### src/rtl/arcanoid_frame_sequencer_if.sv
// rtl/arcanoid_frame_sequencer_if.sv - req/ack handshake between the frame sequencer and the game-update units
interface arcanoid_frame_sequencer_if #(
    parameter int NUM_STEPS = 4
);
    logic [NUM_STEPS-1:0] step_req;
    logic [NUM_STEPS-1:0] step_ack;

    modport master (output step_req, input step_ack);
    modport slave  (input step_req, output step_ack);
endinterface

### src/rtl/arcanoid_frame_sequencer.sv
// rtl/arcanoid_frame_sequencer.sv - runs the game-update units one at a time during each vertical blank
module arcanoid_frame_sequencer #(
    parameter int NUM_STEPS = 4,
    parameter int TIMEOUT   = 255,
    parameter int CNT_W     = 16,
    localparam int STEP_W   = (NUM_STEPS > 1) ? $clog2(NUM_STEPS) : 1
) (
    input  logic                       pclk,
    input  logic                       reset,
    input  logic                       enable,
    input  logic                       vblnk,
    input  logic                       clr_err,
    arcanoid_frame_sequencer_if.master bus,
    output logic [STEP_W-1:0]          cur_step,
    output logic                       busy,
    output logic                       frame_tick,
    output logic [CNT_W-1:0]           frame_cnt,
    output logic                       overrun,
    output logic                       timeout_err
);

    localparam int TO_W = (TIMEOUT > 1) ? $clog2(TIMEOUT) : 1;
    localparam logic [STEP_W-1:0] LAST_STEP = STEP_W'(NUM_STEPS - 1);
    localparam logic [TO_W-1:0]   TO_LAST   = TO_W'(TIMEOUT - 1);

    typedef enum logic [1:0] {
        S_IDLE = 2'd0,
        S_REQ  = 2'd1,
        S_GAP  = 2'd2,
        S_DONE = 2'd3
    } state_t;

    state_t               state, state_n;
    logic                 vblnk_d;
    logic [TO_W-1:0]      to_cnt, to_cnt_n;
    logic [STEP_W-1:0]    step_n;
    logic [NUM_STEPS-1:0] req_n;
    logic                 rise, fall, ack_cur;
    logic                 set_ovr, set_to, cnt_inc;

    assign rise    = vblnk & ~vblnk_d;
    assign fall    = ~vblnk & vblnk_d;
    assign ack_cur = bus.step_ack[cur_step];

    always_comb begin
        state_n  = state;
        step_n   = cur_step;
        to_cnt_n = to_cnt;
        set_ovr  = 1'b0;
        set_to   = 1'b0;
        cnt_inc  = 1'b0;
        case (state)
            S_IDLE: begin
                step_n   = '0;
                to_cnt_n = '0;
                if (rise && enable) begin
                    state_n = S_REQ;
                end
            end
            S_REQ: begin
                // Losing blanking beats both ack and timeout: the frame is abandoned.
                if (fall) begin
                    set_ovr  = 1'b1;
                    state_n  = S_IDLE;
                    step_n   = '0;
                    to_cnt_n = '0;
                end else if (ack_cur) begin
                    state_n = S_GAP;
                end else if (to_cnt == TO_LAST) begin
                    set_to  = 1'b1;
                    state_n = S_GAP;
                end else begin
                    to_cnt_n = to_cnt + 1'b1;
                end
            end
            S_GAP: begin
                to_cnt_n = '0;
                if (fall) begin
                    set_ovr = 1'b1;
                    state_n = S_IDLE;
                    step_n  = '0;
                end else if (cur_step == LAST_STEP) begin
                    state_n = S_DONE;
                    cnt_inc = 1'b1;
                end else begin
                    step_n  = cur_step + 1'b1;
                    state_n = S_REQ;
                end
            end
            S_DONE: begin
                state_n = S_IDLE;
                step_n  = '0;
            end
            default: begin
                state_n = S_IDLE;
                step_n  = '0;
            end
        endcase
    end

    always_comb begin
        req_n = '0;
        if (state_n == S_REQ) begin
            req_n = NUM_STEPS'(1) << step_n;
        end
    end

    always_ff @(posedge pclk or posedge reset) begin
        if (reset) begin
            state        <= S_IDLE;
            vblnk_d      <= 1'b0;
            to_cnt       <= '0;
            cur_step     <= '0;
            bus.step_req <= '0;
            busy         <= 1'b0;
            frame_tick   <= 1'b0;
            frame_cnt    <= '0;
            overrun      <= 1'b0;
            timeout_err  <= 1'b0;
        end else begin
            state        <= state_n;
            vblnk_d      <= vblnk;
            to_cnt       <= to_cnt_n;
            cur_step     <= step_n;
            bus.step_req <= req_n;
            busy         <= (state_n != S_IDLE);
            frame_tick   <= (state_n == S_DONE);
            frame_cnt    <= frame_cnt + CNT_W'(cnt_inc);
            // A set event in the same cycle as clr_err keeps the flag set.
            if (set_ovr) begin
                overrun <= 1'b1;
            end else if (clr_err) begin
                overrun <= 1'b0;
            end
            if (set_to) begin
                timeout_err <= 1'b1;
            end else if (clr_err) begin
                timeout_err <= 1'b0;
            end
        end
    end

endmodule

### src/flat_wrapper.sv
// flat-port wrapper written by rule: the top's interface ports become plain ports
module arcanoid_frame_sequencer_flat 
#(
    parameter int NUM_STEPS = 4,
    parameter int TIMEOUT   = 255,
    parameter int CNT_W     = 16,
    localparam int STEP_W   = (NUM_STEPS > 1) ? $clog2(NUM_STEPS) : 1
)
  (pclk, reset, enable, vblnk, clr_err, cur_step, busy, frame_tick, frame_cnt, overrun, timeout_err, bus_step_req, bus_step_ack);
  arcanoid_frame_sequencer_if #(.NUM_STEPS(NUM_STEPS)) bus_i ();
  input  logic pclk;
  input  logic reset;
  input  logic enable;
  input  logic vblnk;
  input  logic clr_err;
  output logic [STEP_W-1:0] cur_step;
  output logic busy;
  output logic frame_tick;
  output logic [CNT_W-1:0] frame_cnt;
  output logic overrun;
  output logic timeout_err;
  output wire logic [$bits(bus_i.step_req)-1:0] bus_step_req;
  input wire logic [$bits(bus_i.step_ack)-1:0] bus_step_ack;
  assign bus_step_req = bus_i.step_req;
  assign bus_i.step_ack = bus_step_ack;
  arcanoid_frame_sequencer #(.NUM_STEPS(NUM_STEPS), .TIMEOUT(TIMEOUT), .CNT_W(CNT_W)) u_core (.pclk(pclk), .reset(reset), .enable(enable), .vblnk(vblnk), .clr_err(clr_err), .bus(bus_i), .cur_step(cur_step), .busy(busy), .frame_tick(frame_tick), .frame_cnt(frame_cnt), .overrun(overrun), .timeout_err(timeout_err));
endmodule
### config.mk
export PLATFORM = sky130hd
export DESIGN_NAME = arcanoid_frame_sequencer_flat
export DESIGN_NICKNAME = d
export VERILOG_FILES = /design/src/rtl/arcanoid_frame_sequencer_if.sv /design/src/rtl/arcanoid_frame_sequencer.sv /design/src/flat_wrapper.sv
export SDC_FILE = /design/constraint.sdc
export NUM_CORES = 1
export LEC_CHECK = 0
export BUFFER_PORTS_ARGS = -buffer_cell sky130_fd_sc_hd__buf_4
export CAP_MARGIN = 0
export CORE_ASPECT_RATIO = 1.1
export CORE_UTILIZATION = 46
export CTS_CLUSTER_DIAMETER = 120
export DETAILED_ROUTE_END_ITERATION = 8
export PLACE_DENSITY = 0.68
export SYNTH_ARGS = -nofsm -noshare
export SYNTH_HDL_FRONTEND = slang
export SYNTH_SLANG_ARGS = --single-unit
### constraint.sdc
create_clock -name pclk -period 2.28 [get_ports pclk]
set_input_delay 0.114 -clock pclk [delete_from_list [all_inputs] [get_ports pclk]]
set_output_delay 0.114 -clock pclk [all_outputs]
set_load 0.005 [all_outputs]
[After elaboration in Yosys (flattened, before gate mapping)]
Index checks and enable logic that the tools add are counted.
Word-level totals
  register bits: 37
  input port bits: 9
  output and inout port bits: 26
Cells by class
  add/subtract/negate cells: 3
  magnitude comparators: 1
  equal/unequal tests: 9
  shift operators: 1
  mux-type cells: 30
  bitwise logic cells: 4
  reductions and logical operators: 10
Operator list (number)
  $mux 8: 3
  $mux 2: 9
  $add 16x1->16: 1
  $pmux 8 s2: 1
  $mux 1: 13
  $add 8x1->8 const B: 1
  $eq 2x2->1 const B: 4
  $eq 8x8->1 const B: 1
  $pmux 2 s4: 1
  $reduce_bool 2->1: 4
  $ne 3x2->1 const B: 2
  $pmux 2 s3: 1
  $reduce_or 2->1: 3
  $eq 2x1->1 const B: 2
  $mux 4: 1
  $shl 1x2->4 const A: 1
  $lt 2x3->1 const B: 1
  $reduce_and 3->1: 1
  $add 2x1->2 const B: 1
  $and 1x1->1: 2
  $bmux 1 s2: 1
  $logic_not 2->1: 1
  $not 1->1: 2
  $logic_and 1x1->1: 1

[Logic depth before layout (Yosys ltp)]
  word-level depth: 7
  depth in mapped cells: 11
  mapped depth without buffers: 11

[Worst setup path after synthesis]
Ideal clock, no wire load.
  kind: register to register
  start: reg u_core.state[0]
  end: reg u_core.frame_cnt[14]
  arrival: 1978 ps
  required time: 2157 ps
  path slack: 179 ps
  cell stages (with the launch flop): 12
  path buffers: 0
  clock period less this slack: 2101 ps
  cells stage by stage: dfrtp_1 > inv_1 > ha_1 > nand3_1 > nor2_1 > ha_1 > ha_1 > nand2_1 > or2_2 > nor2_1 > nand4_1 > xnor2_1
On the way
  cells in the longest elaborated chain, start to end: 3
Ends and longest elaborated chain
  start: declaration: RTL line arcanoid_frame_sequencer.sv:33  | state_t state, state_n;
  start signal: assignment: RTL line arcanoid_frame_sequencer.sv:121  | state <= state_n;
  $eq 2x2->1: RTL line arcanoid_frame_sequencer.sv:52  | case (state)
  $mux 1: RTL line arcanoid_frame_sequencer.sv:52
  $add 16x1->16: RTL line arcanoid_frame_sequencer.sv:128  | frame_cnt <= frame_cnt + CNT_W'(cnt_inc);
  end signal: assignment: RTL line arcanoid_frame_sequencer.sv:128
  end: declaration: RTL line arcanoid_frame_sequencer.sv:17  | output logic [CNT_W-1:0] frame_cnt,
No other way between the ends.
A chain may end at the register's enable or synchronous reset.

[Worst setup path in the final report]
  start: reg u_core.state[1]
  end: reg u_core.to_cnt[3]
On the way
  cells in the longest elaborated chain, start to end: 4
  elaborated cells on any way between the ends: 9
  those cells by class: eq/ne: 4; mux: 1; reduce/logical: 4
Ends and longest elaborated chain
  $eq 2x2->1 or $logic_not 2->1 (tied branches): RTL line arcanoid_frame_sequencer.sv:52
  $reduce_or 2->1 (no source line)
  $reduce_bool 2->1 (no source line)
  $reduce_and 3->1 (no source line)
  end signal: assignment: RTL line arcanoid_frame_sequencer.sv:123  | to_cnt <= to_cnt_n;
  end: declaration: RTL line arcanoid_frame_sequencer.sv:35  | logic [TO_W-1:0] to_cnt, to_cnt_n;
Several ways; a longest one is shown, not always the timed one.

==> metrics.sh <==
MOSTFREQUENTLAYOUTCELL='sky130_fd_sc_hd__buf_4'
OVERFLOW=0
I_O_PIN_CNT=35
SHARE_COMB_OF_TOTAL_POWER_PCT=27.9
ENDPOINT_KIND='flop'
YOSYSWARNINGCOUNT=0
VIAS_PER_CELL=5.18
RUN_STATUS='completed'
SYNTHMUXAREASHARE_PCT=1.23
SETUP_VIOL=0
DP.CELLS=258
FIRST_PASS_GRT_WIRE_LENGTH_MM=6.44
FINAL_CELL_MIX='39 x sky130_fd_sc_hd__buf_4, 37 x sky130_fd_sc_hd__dfrtp_1, 19 x sky130_fd_sc_hd__nand2_1'
SYNTH-COMPOUND-AREA-SHARE_PCT=13.2
CTS-ROOT-TO-SINK-BUFFERS=2
SYNTH_CELL_TYPES=41
MIN_PERIOD_OVER_PERIOD_PCT=94.8
ANTENNADIODECOUNT=0
SWSHARE_PCT=30.6
POSTLAYOUTCOREUTIL_PCT=62.5
COMBINATIONAL_FAMILY_WITH_THE_MOST_AREA_AFTER_SYNTHESIS='simple AND/OR/NAND/NOR gates'
LAYOUT_SETUP_WS_PS=119
DP.FINAL_HPWL_MM=2.73
DIE_H_UM=68.3
YOSYS_REGISTER_BITS=37
SETUP_TOTAL_NEGATIVE_SLACK_PS=0
COUNT_OF_ENDPOINTS_FAILING_HOLD_IN_THE_FINAL_TIMING_REPORT=0
WORSTHOLDSTART='bus_step_ack[3]'
MIN_PERIOD_PS=2160
LAYOUT-DRIVE-GT1-SHARE_PCT=30.6
CTS_TREE='built'
CTS_MADE_BUFFERS=5
CRIT_FANOUT=8
FINAL_NET_COUNT=235
SYN_TO_FINAL_GROWTH_PCT=27.5
FIRST_DRT_PASS_ITERATION_COUNT=4
CP_DATA_ARRIVAL_TIME_PS=2360
WORST-SLEW-PIN-TRANSITION_PS=503
START_UTIL_PCT=49.1
ANTENNA_FOUND_INITIAL=0
HOLD-PATH-ENDPOINT='u_core.timeout_err'
CLOCK-SINKS=37
REG2REG_SETUP_SLACK_PS=120
FMAX_MHz=463
FIN_WORST_HOLD_SLACK_PS=300
FINALCLOCKSKEW_PS=5.76
GLOBALPLACE.CONGESTION=0.916
DRV_SLEW=0
TIMING_WORST_SETUP_PATH_TYPE='flop to flop'
SYN-CELL-AREA_UM2=1840
REPORT.POWER.TOTAL_mW=1.88
INTERNAL-POWER_mW=1.30
RSZ0062_AT_GRT='false'
SYNTH-ADDER-AREA-SHARE_PCT=5.45
CLK_TRANSITION_REPORTED_PATHS_PS=70
POWER_DENSITY_nW_PER_UM2=804
WIRELENGTH_PER_CELL_UM=13.6
GRT_START_MAX_NET_PINS=38
CRITICAL_PATH.MAX_STAGE_DELAY_PS=600
FINAL_CELL_AREA_UM2=2340
REQUIRED_TIME_OF_THE_CRITICAL_PATH_PS=2480
POST-ROUTE-DRC-COUNT=0
CRITPATHSLOWESTCELL='sky130_fd_sc_hd__or3_2'
WORST_R2R_PATH_DEPTH=5
DESIGN.CORE.AREA_UM2=3740
R2R-START='u_core.state[1]'
CRIT_PATH_CELL_TRACE='inv_1 -> ha_1 -> or3_2 -> or2_1 -> o31ai_2'
SIMPLE_GATE_SHARE_OF_THE_SYNTHESIZED_AREA_PCT=20.4
MIN_DELAY_PATH_DEPTH=3
VDD_DROP_MAX_mV=0.368
BUFFER_PORTS.INSERTED=34
ANT_NETS=0
P_LEAK_nW=1.12
ROW_COUNT=23
RR_ENDPOINT='u_core.to_cnt[3]'
INSERTION_DELAY_PS=280
DP_WORST_SETUP_SLACK_PS=53.3
YS_SEQ_AREA_SHARE_PCT=50.4
CP-START-KIND='flop'
LAYOUTNONFILLERINSTCOUNT=269
SEQ_POWER_SHARE_PCT=41.7
FP.DIEAREA_UM2=4250
CTSROOTBUFFERMASTER='sky130_fd_sc_hd__clkbuf_8'
CTS-HTREE-LEVELS=2
CAP_VIOL_MAX_COUNT=0
SYNTH_FP_NETS=188
GRT_UTIL_ALL_LAYERS_PCT=19.9
WORST_SLEW_MARGIN_REL_PCT=66.4
P_CLK_SHARE_PCT=30.4
PLACED_AREA_UM2=2180
SYN-INSTANCE-COUNT=171
P_SW_uW=576
INITIAL_DRT_MARKERS=29
XOR_XNOR_SHARE_OF_THE_SYNTHESIZED_AREA_PCT=6.68
FLOORPLAN.DIE.WIDTH_UM=62.2
WORSTHOLDPATHTYPE='input pin to flop'
VIAS_IN_THE_FIRST_GLOBAL_ROUTE=1410
NUM_VIAS=1394
POST_SYNTH.CELL_AREA_AVG_UM2=10.7
ROUTED_WL_MM=3.66
## cells by family after synthesis
kind of cell | Yosys count
adder cells (fa/ha/maj) | 8
flip-flops | 37
multiplexers | 1
AND/OR/NAND/NOR | 68
buffers and inverters | 11
AO/OA/AOI/OAI | 32
XOR/XNOR | 14
## worst max-delay path by stage
stage | start | end | cells past startpoint
after floorplan | u_core.state[0] | u_core.frame_cnt[14] | 11
after global placement | u_core.state[0] | u_core.frame_cnt[14] | 11
after detailed placement | u_core.state[0] | u_core.frame_cnt[14] | 11
after CTS | u_core.state[0] | u_core.frame_cnt[14] | 11
after global routing | u_core.state[1] | u_core.to_cnt[5] | 5
final | u_core.state[1] | u_core.to_cnt[3] | 5
## timing repair
action	4_1_cts	5_1_grt
buffers inserted	0	0
resized for setup	0	5
endpoints found under the setup margin	0	6
hold buffers	2	1
hold endpoints to repair	38	1
## worst max-delay path: cells and delay by family (launching register included)
family,cells,cell delay (ps)
AOI/OAI and AO/OA,1,260
adders and majority gates,1,270
buffers and inverters,1,100
DFF,1,450
and+or+nand+nor,2,990
## metal layers
metal | share of wire (%) | routed length [um] | vias up | GRT usage [%]
li1 | - | - | 690 | -
met2 | 49 | 1800 | 32 | 34.9
met5 | 0 | 0 | - | 0
met3 | 4.2 | 153 | 7 | 5.83
met4 | 1.6 | 57 | 0 | 7.85
met1 | 45 | 1640 | 665 | 23.5
## flip-flops by register name, indices dropped and copies added (netlist names)
register and count:
u_core.timeout_err 1, u_core.cur_step 2, u_core.bus.step_req 4, u_core.to_cnt 8, u_core.overrun 1, u_core.vblnk_d 1, u_core.state 2, u_core.frame_cnt 16
u_core.frame_tick 1, u_core.busy 1
## synthesized netlist by cell type
cell type	count	area share [%]
sky130_fd_sc_hd__dfrtp_1	37	50
sky130_fd_sc_hd__nand2_1	19	3.9
sky130_fd_sc_hd__o21ai_0	12	3.3
sky130_fd_sc_hd__nor2_1	11	2.2
sky130_fd_sc_hd__inv_1	9	1.8
sky130_fd_sc_hd__ha_1	8	5.5
sky130_fd_sc_hd__nand3_1	8	2.2
sky130_fd_sc_hd__xnor2_1	8	3.8
sky130_fd_sc_hd__a21oi_1	6	1.6
sky130_fd_sc_hd__xor2_1	6	2.9
sky130_fd_sc_hd__o31ai_2	5	3.4
sky130_fd_sc_hd__and2b_1	3	1.2
sky130_fd_sc_hd__nand2b_1	3	1.0
sky130_fd_sc_hd__nand4_1	3	1.0
sky130_fd_sc_hd__nor3_1	3	0.82
sky130_fd_sc_hd__and2_1	2	0.68
sky130_fd_sc_hd__and3_1	2	0.68
sky130_fd_sc_hd__nor2b_1	2	0.68
sky130_fd_sc_hd__or2_2	2	0.68
sky130_fd_sc_hd__a2111oi_2	1	0.82
sky130_fd_sc_hd__a21o_1	1	0.41
sky130_fd_sc_hd__a22oi_1	1	0.41
sky130_fd_sc_hd__a32oi_2	1	0.89
sky130_fd_sc_hd__and3_2	1	0.41
sky130_fd_sc_hd__and4_1	1	0.48
sky130_fd_sc_hd__and4_2	1	0.55
sky130_fd_sc_hd__buf_6	1	0.61
sky130_fd_sc_hd__clkbuf_1	1	0.20
sky130_fd_sc_hd__mux4_2	1	1.2
sky130_fd_sc_hd__nand3_2	1	0.55
sky130_fd_sc_hd__nand3b_4	1	1.1
sky130_fd_sc_hd__nor4_2	1	0.68
sky130_fd_sc_hd__o21bai_1	1	0.41
sky130_fd_sc_hd__o22ai_1	1	0.34
sky130_fd_sc_hd__o2bb2a_1	1	0.55
sky130_fd_sc_hd__o311a_2	1	0.61
sky130_fd_sc_hd__o31ai_1	1	0.41
sky130_fd_sc_hd__or2_1	1	0.34
sky130_fd_sc_hd__or3_1	1	0.34
sky130_fd_sc_hd__or3_2	1	0.41
sky130_fd_sc_hd__or4_1	1	0.41
## layout make-up
class	instances	area, um^2
timing repair buffer	42	323
clock inverter	1	30.0
multi-input combinational	123	878
tap	50	62.6
fill	324	1400
inverter	9	33.8
clock buffer	7	86.3
sequential	37	926
## power by group through the flow
stage          logic (mW)  registers [mW]  clock network (mW)
2_1_floorplan       0.349           0.790                   0
3_3_place_gp        0.494           0.791                   0
3_5_place_dp        0.508           0.794                   0
4_1_cts             0.516           0.781               0.587
5_1_grt             0.589           0.795               0.618
6_report            0.525           0.785               0.571
No activity file was read; power rests on OpenSTA's default activity.
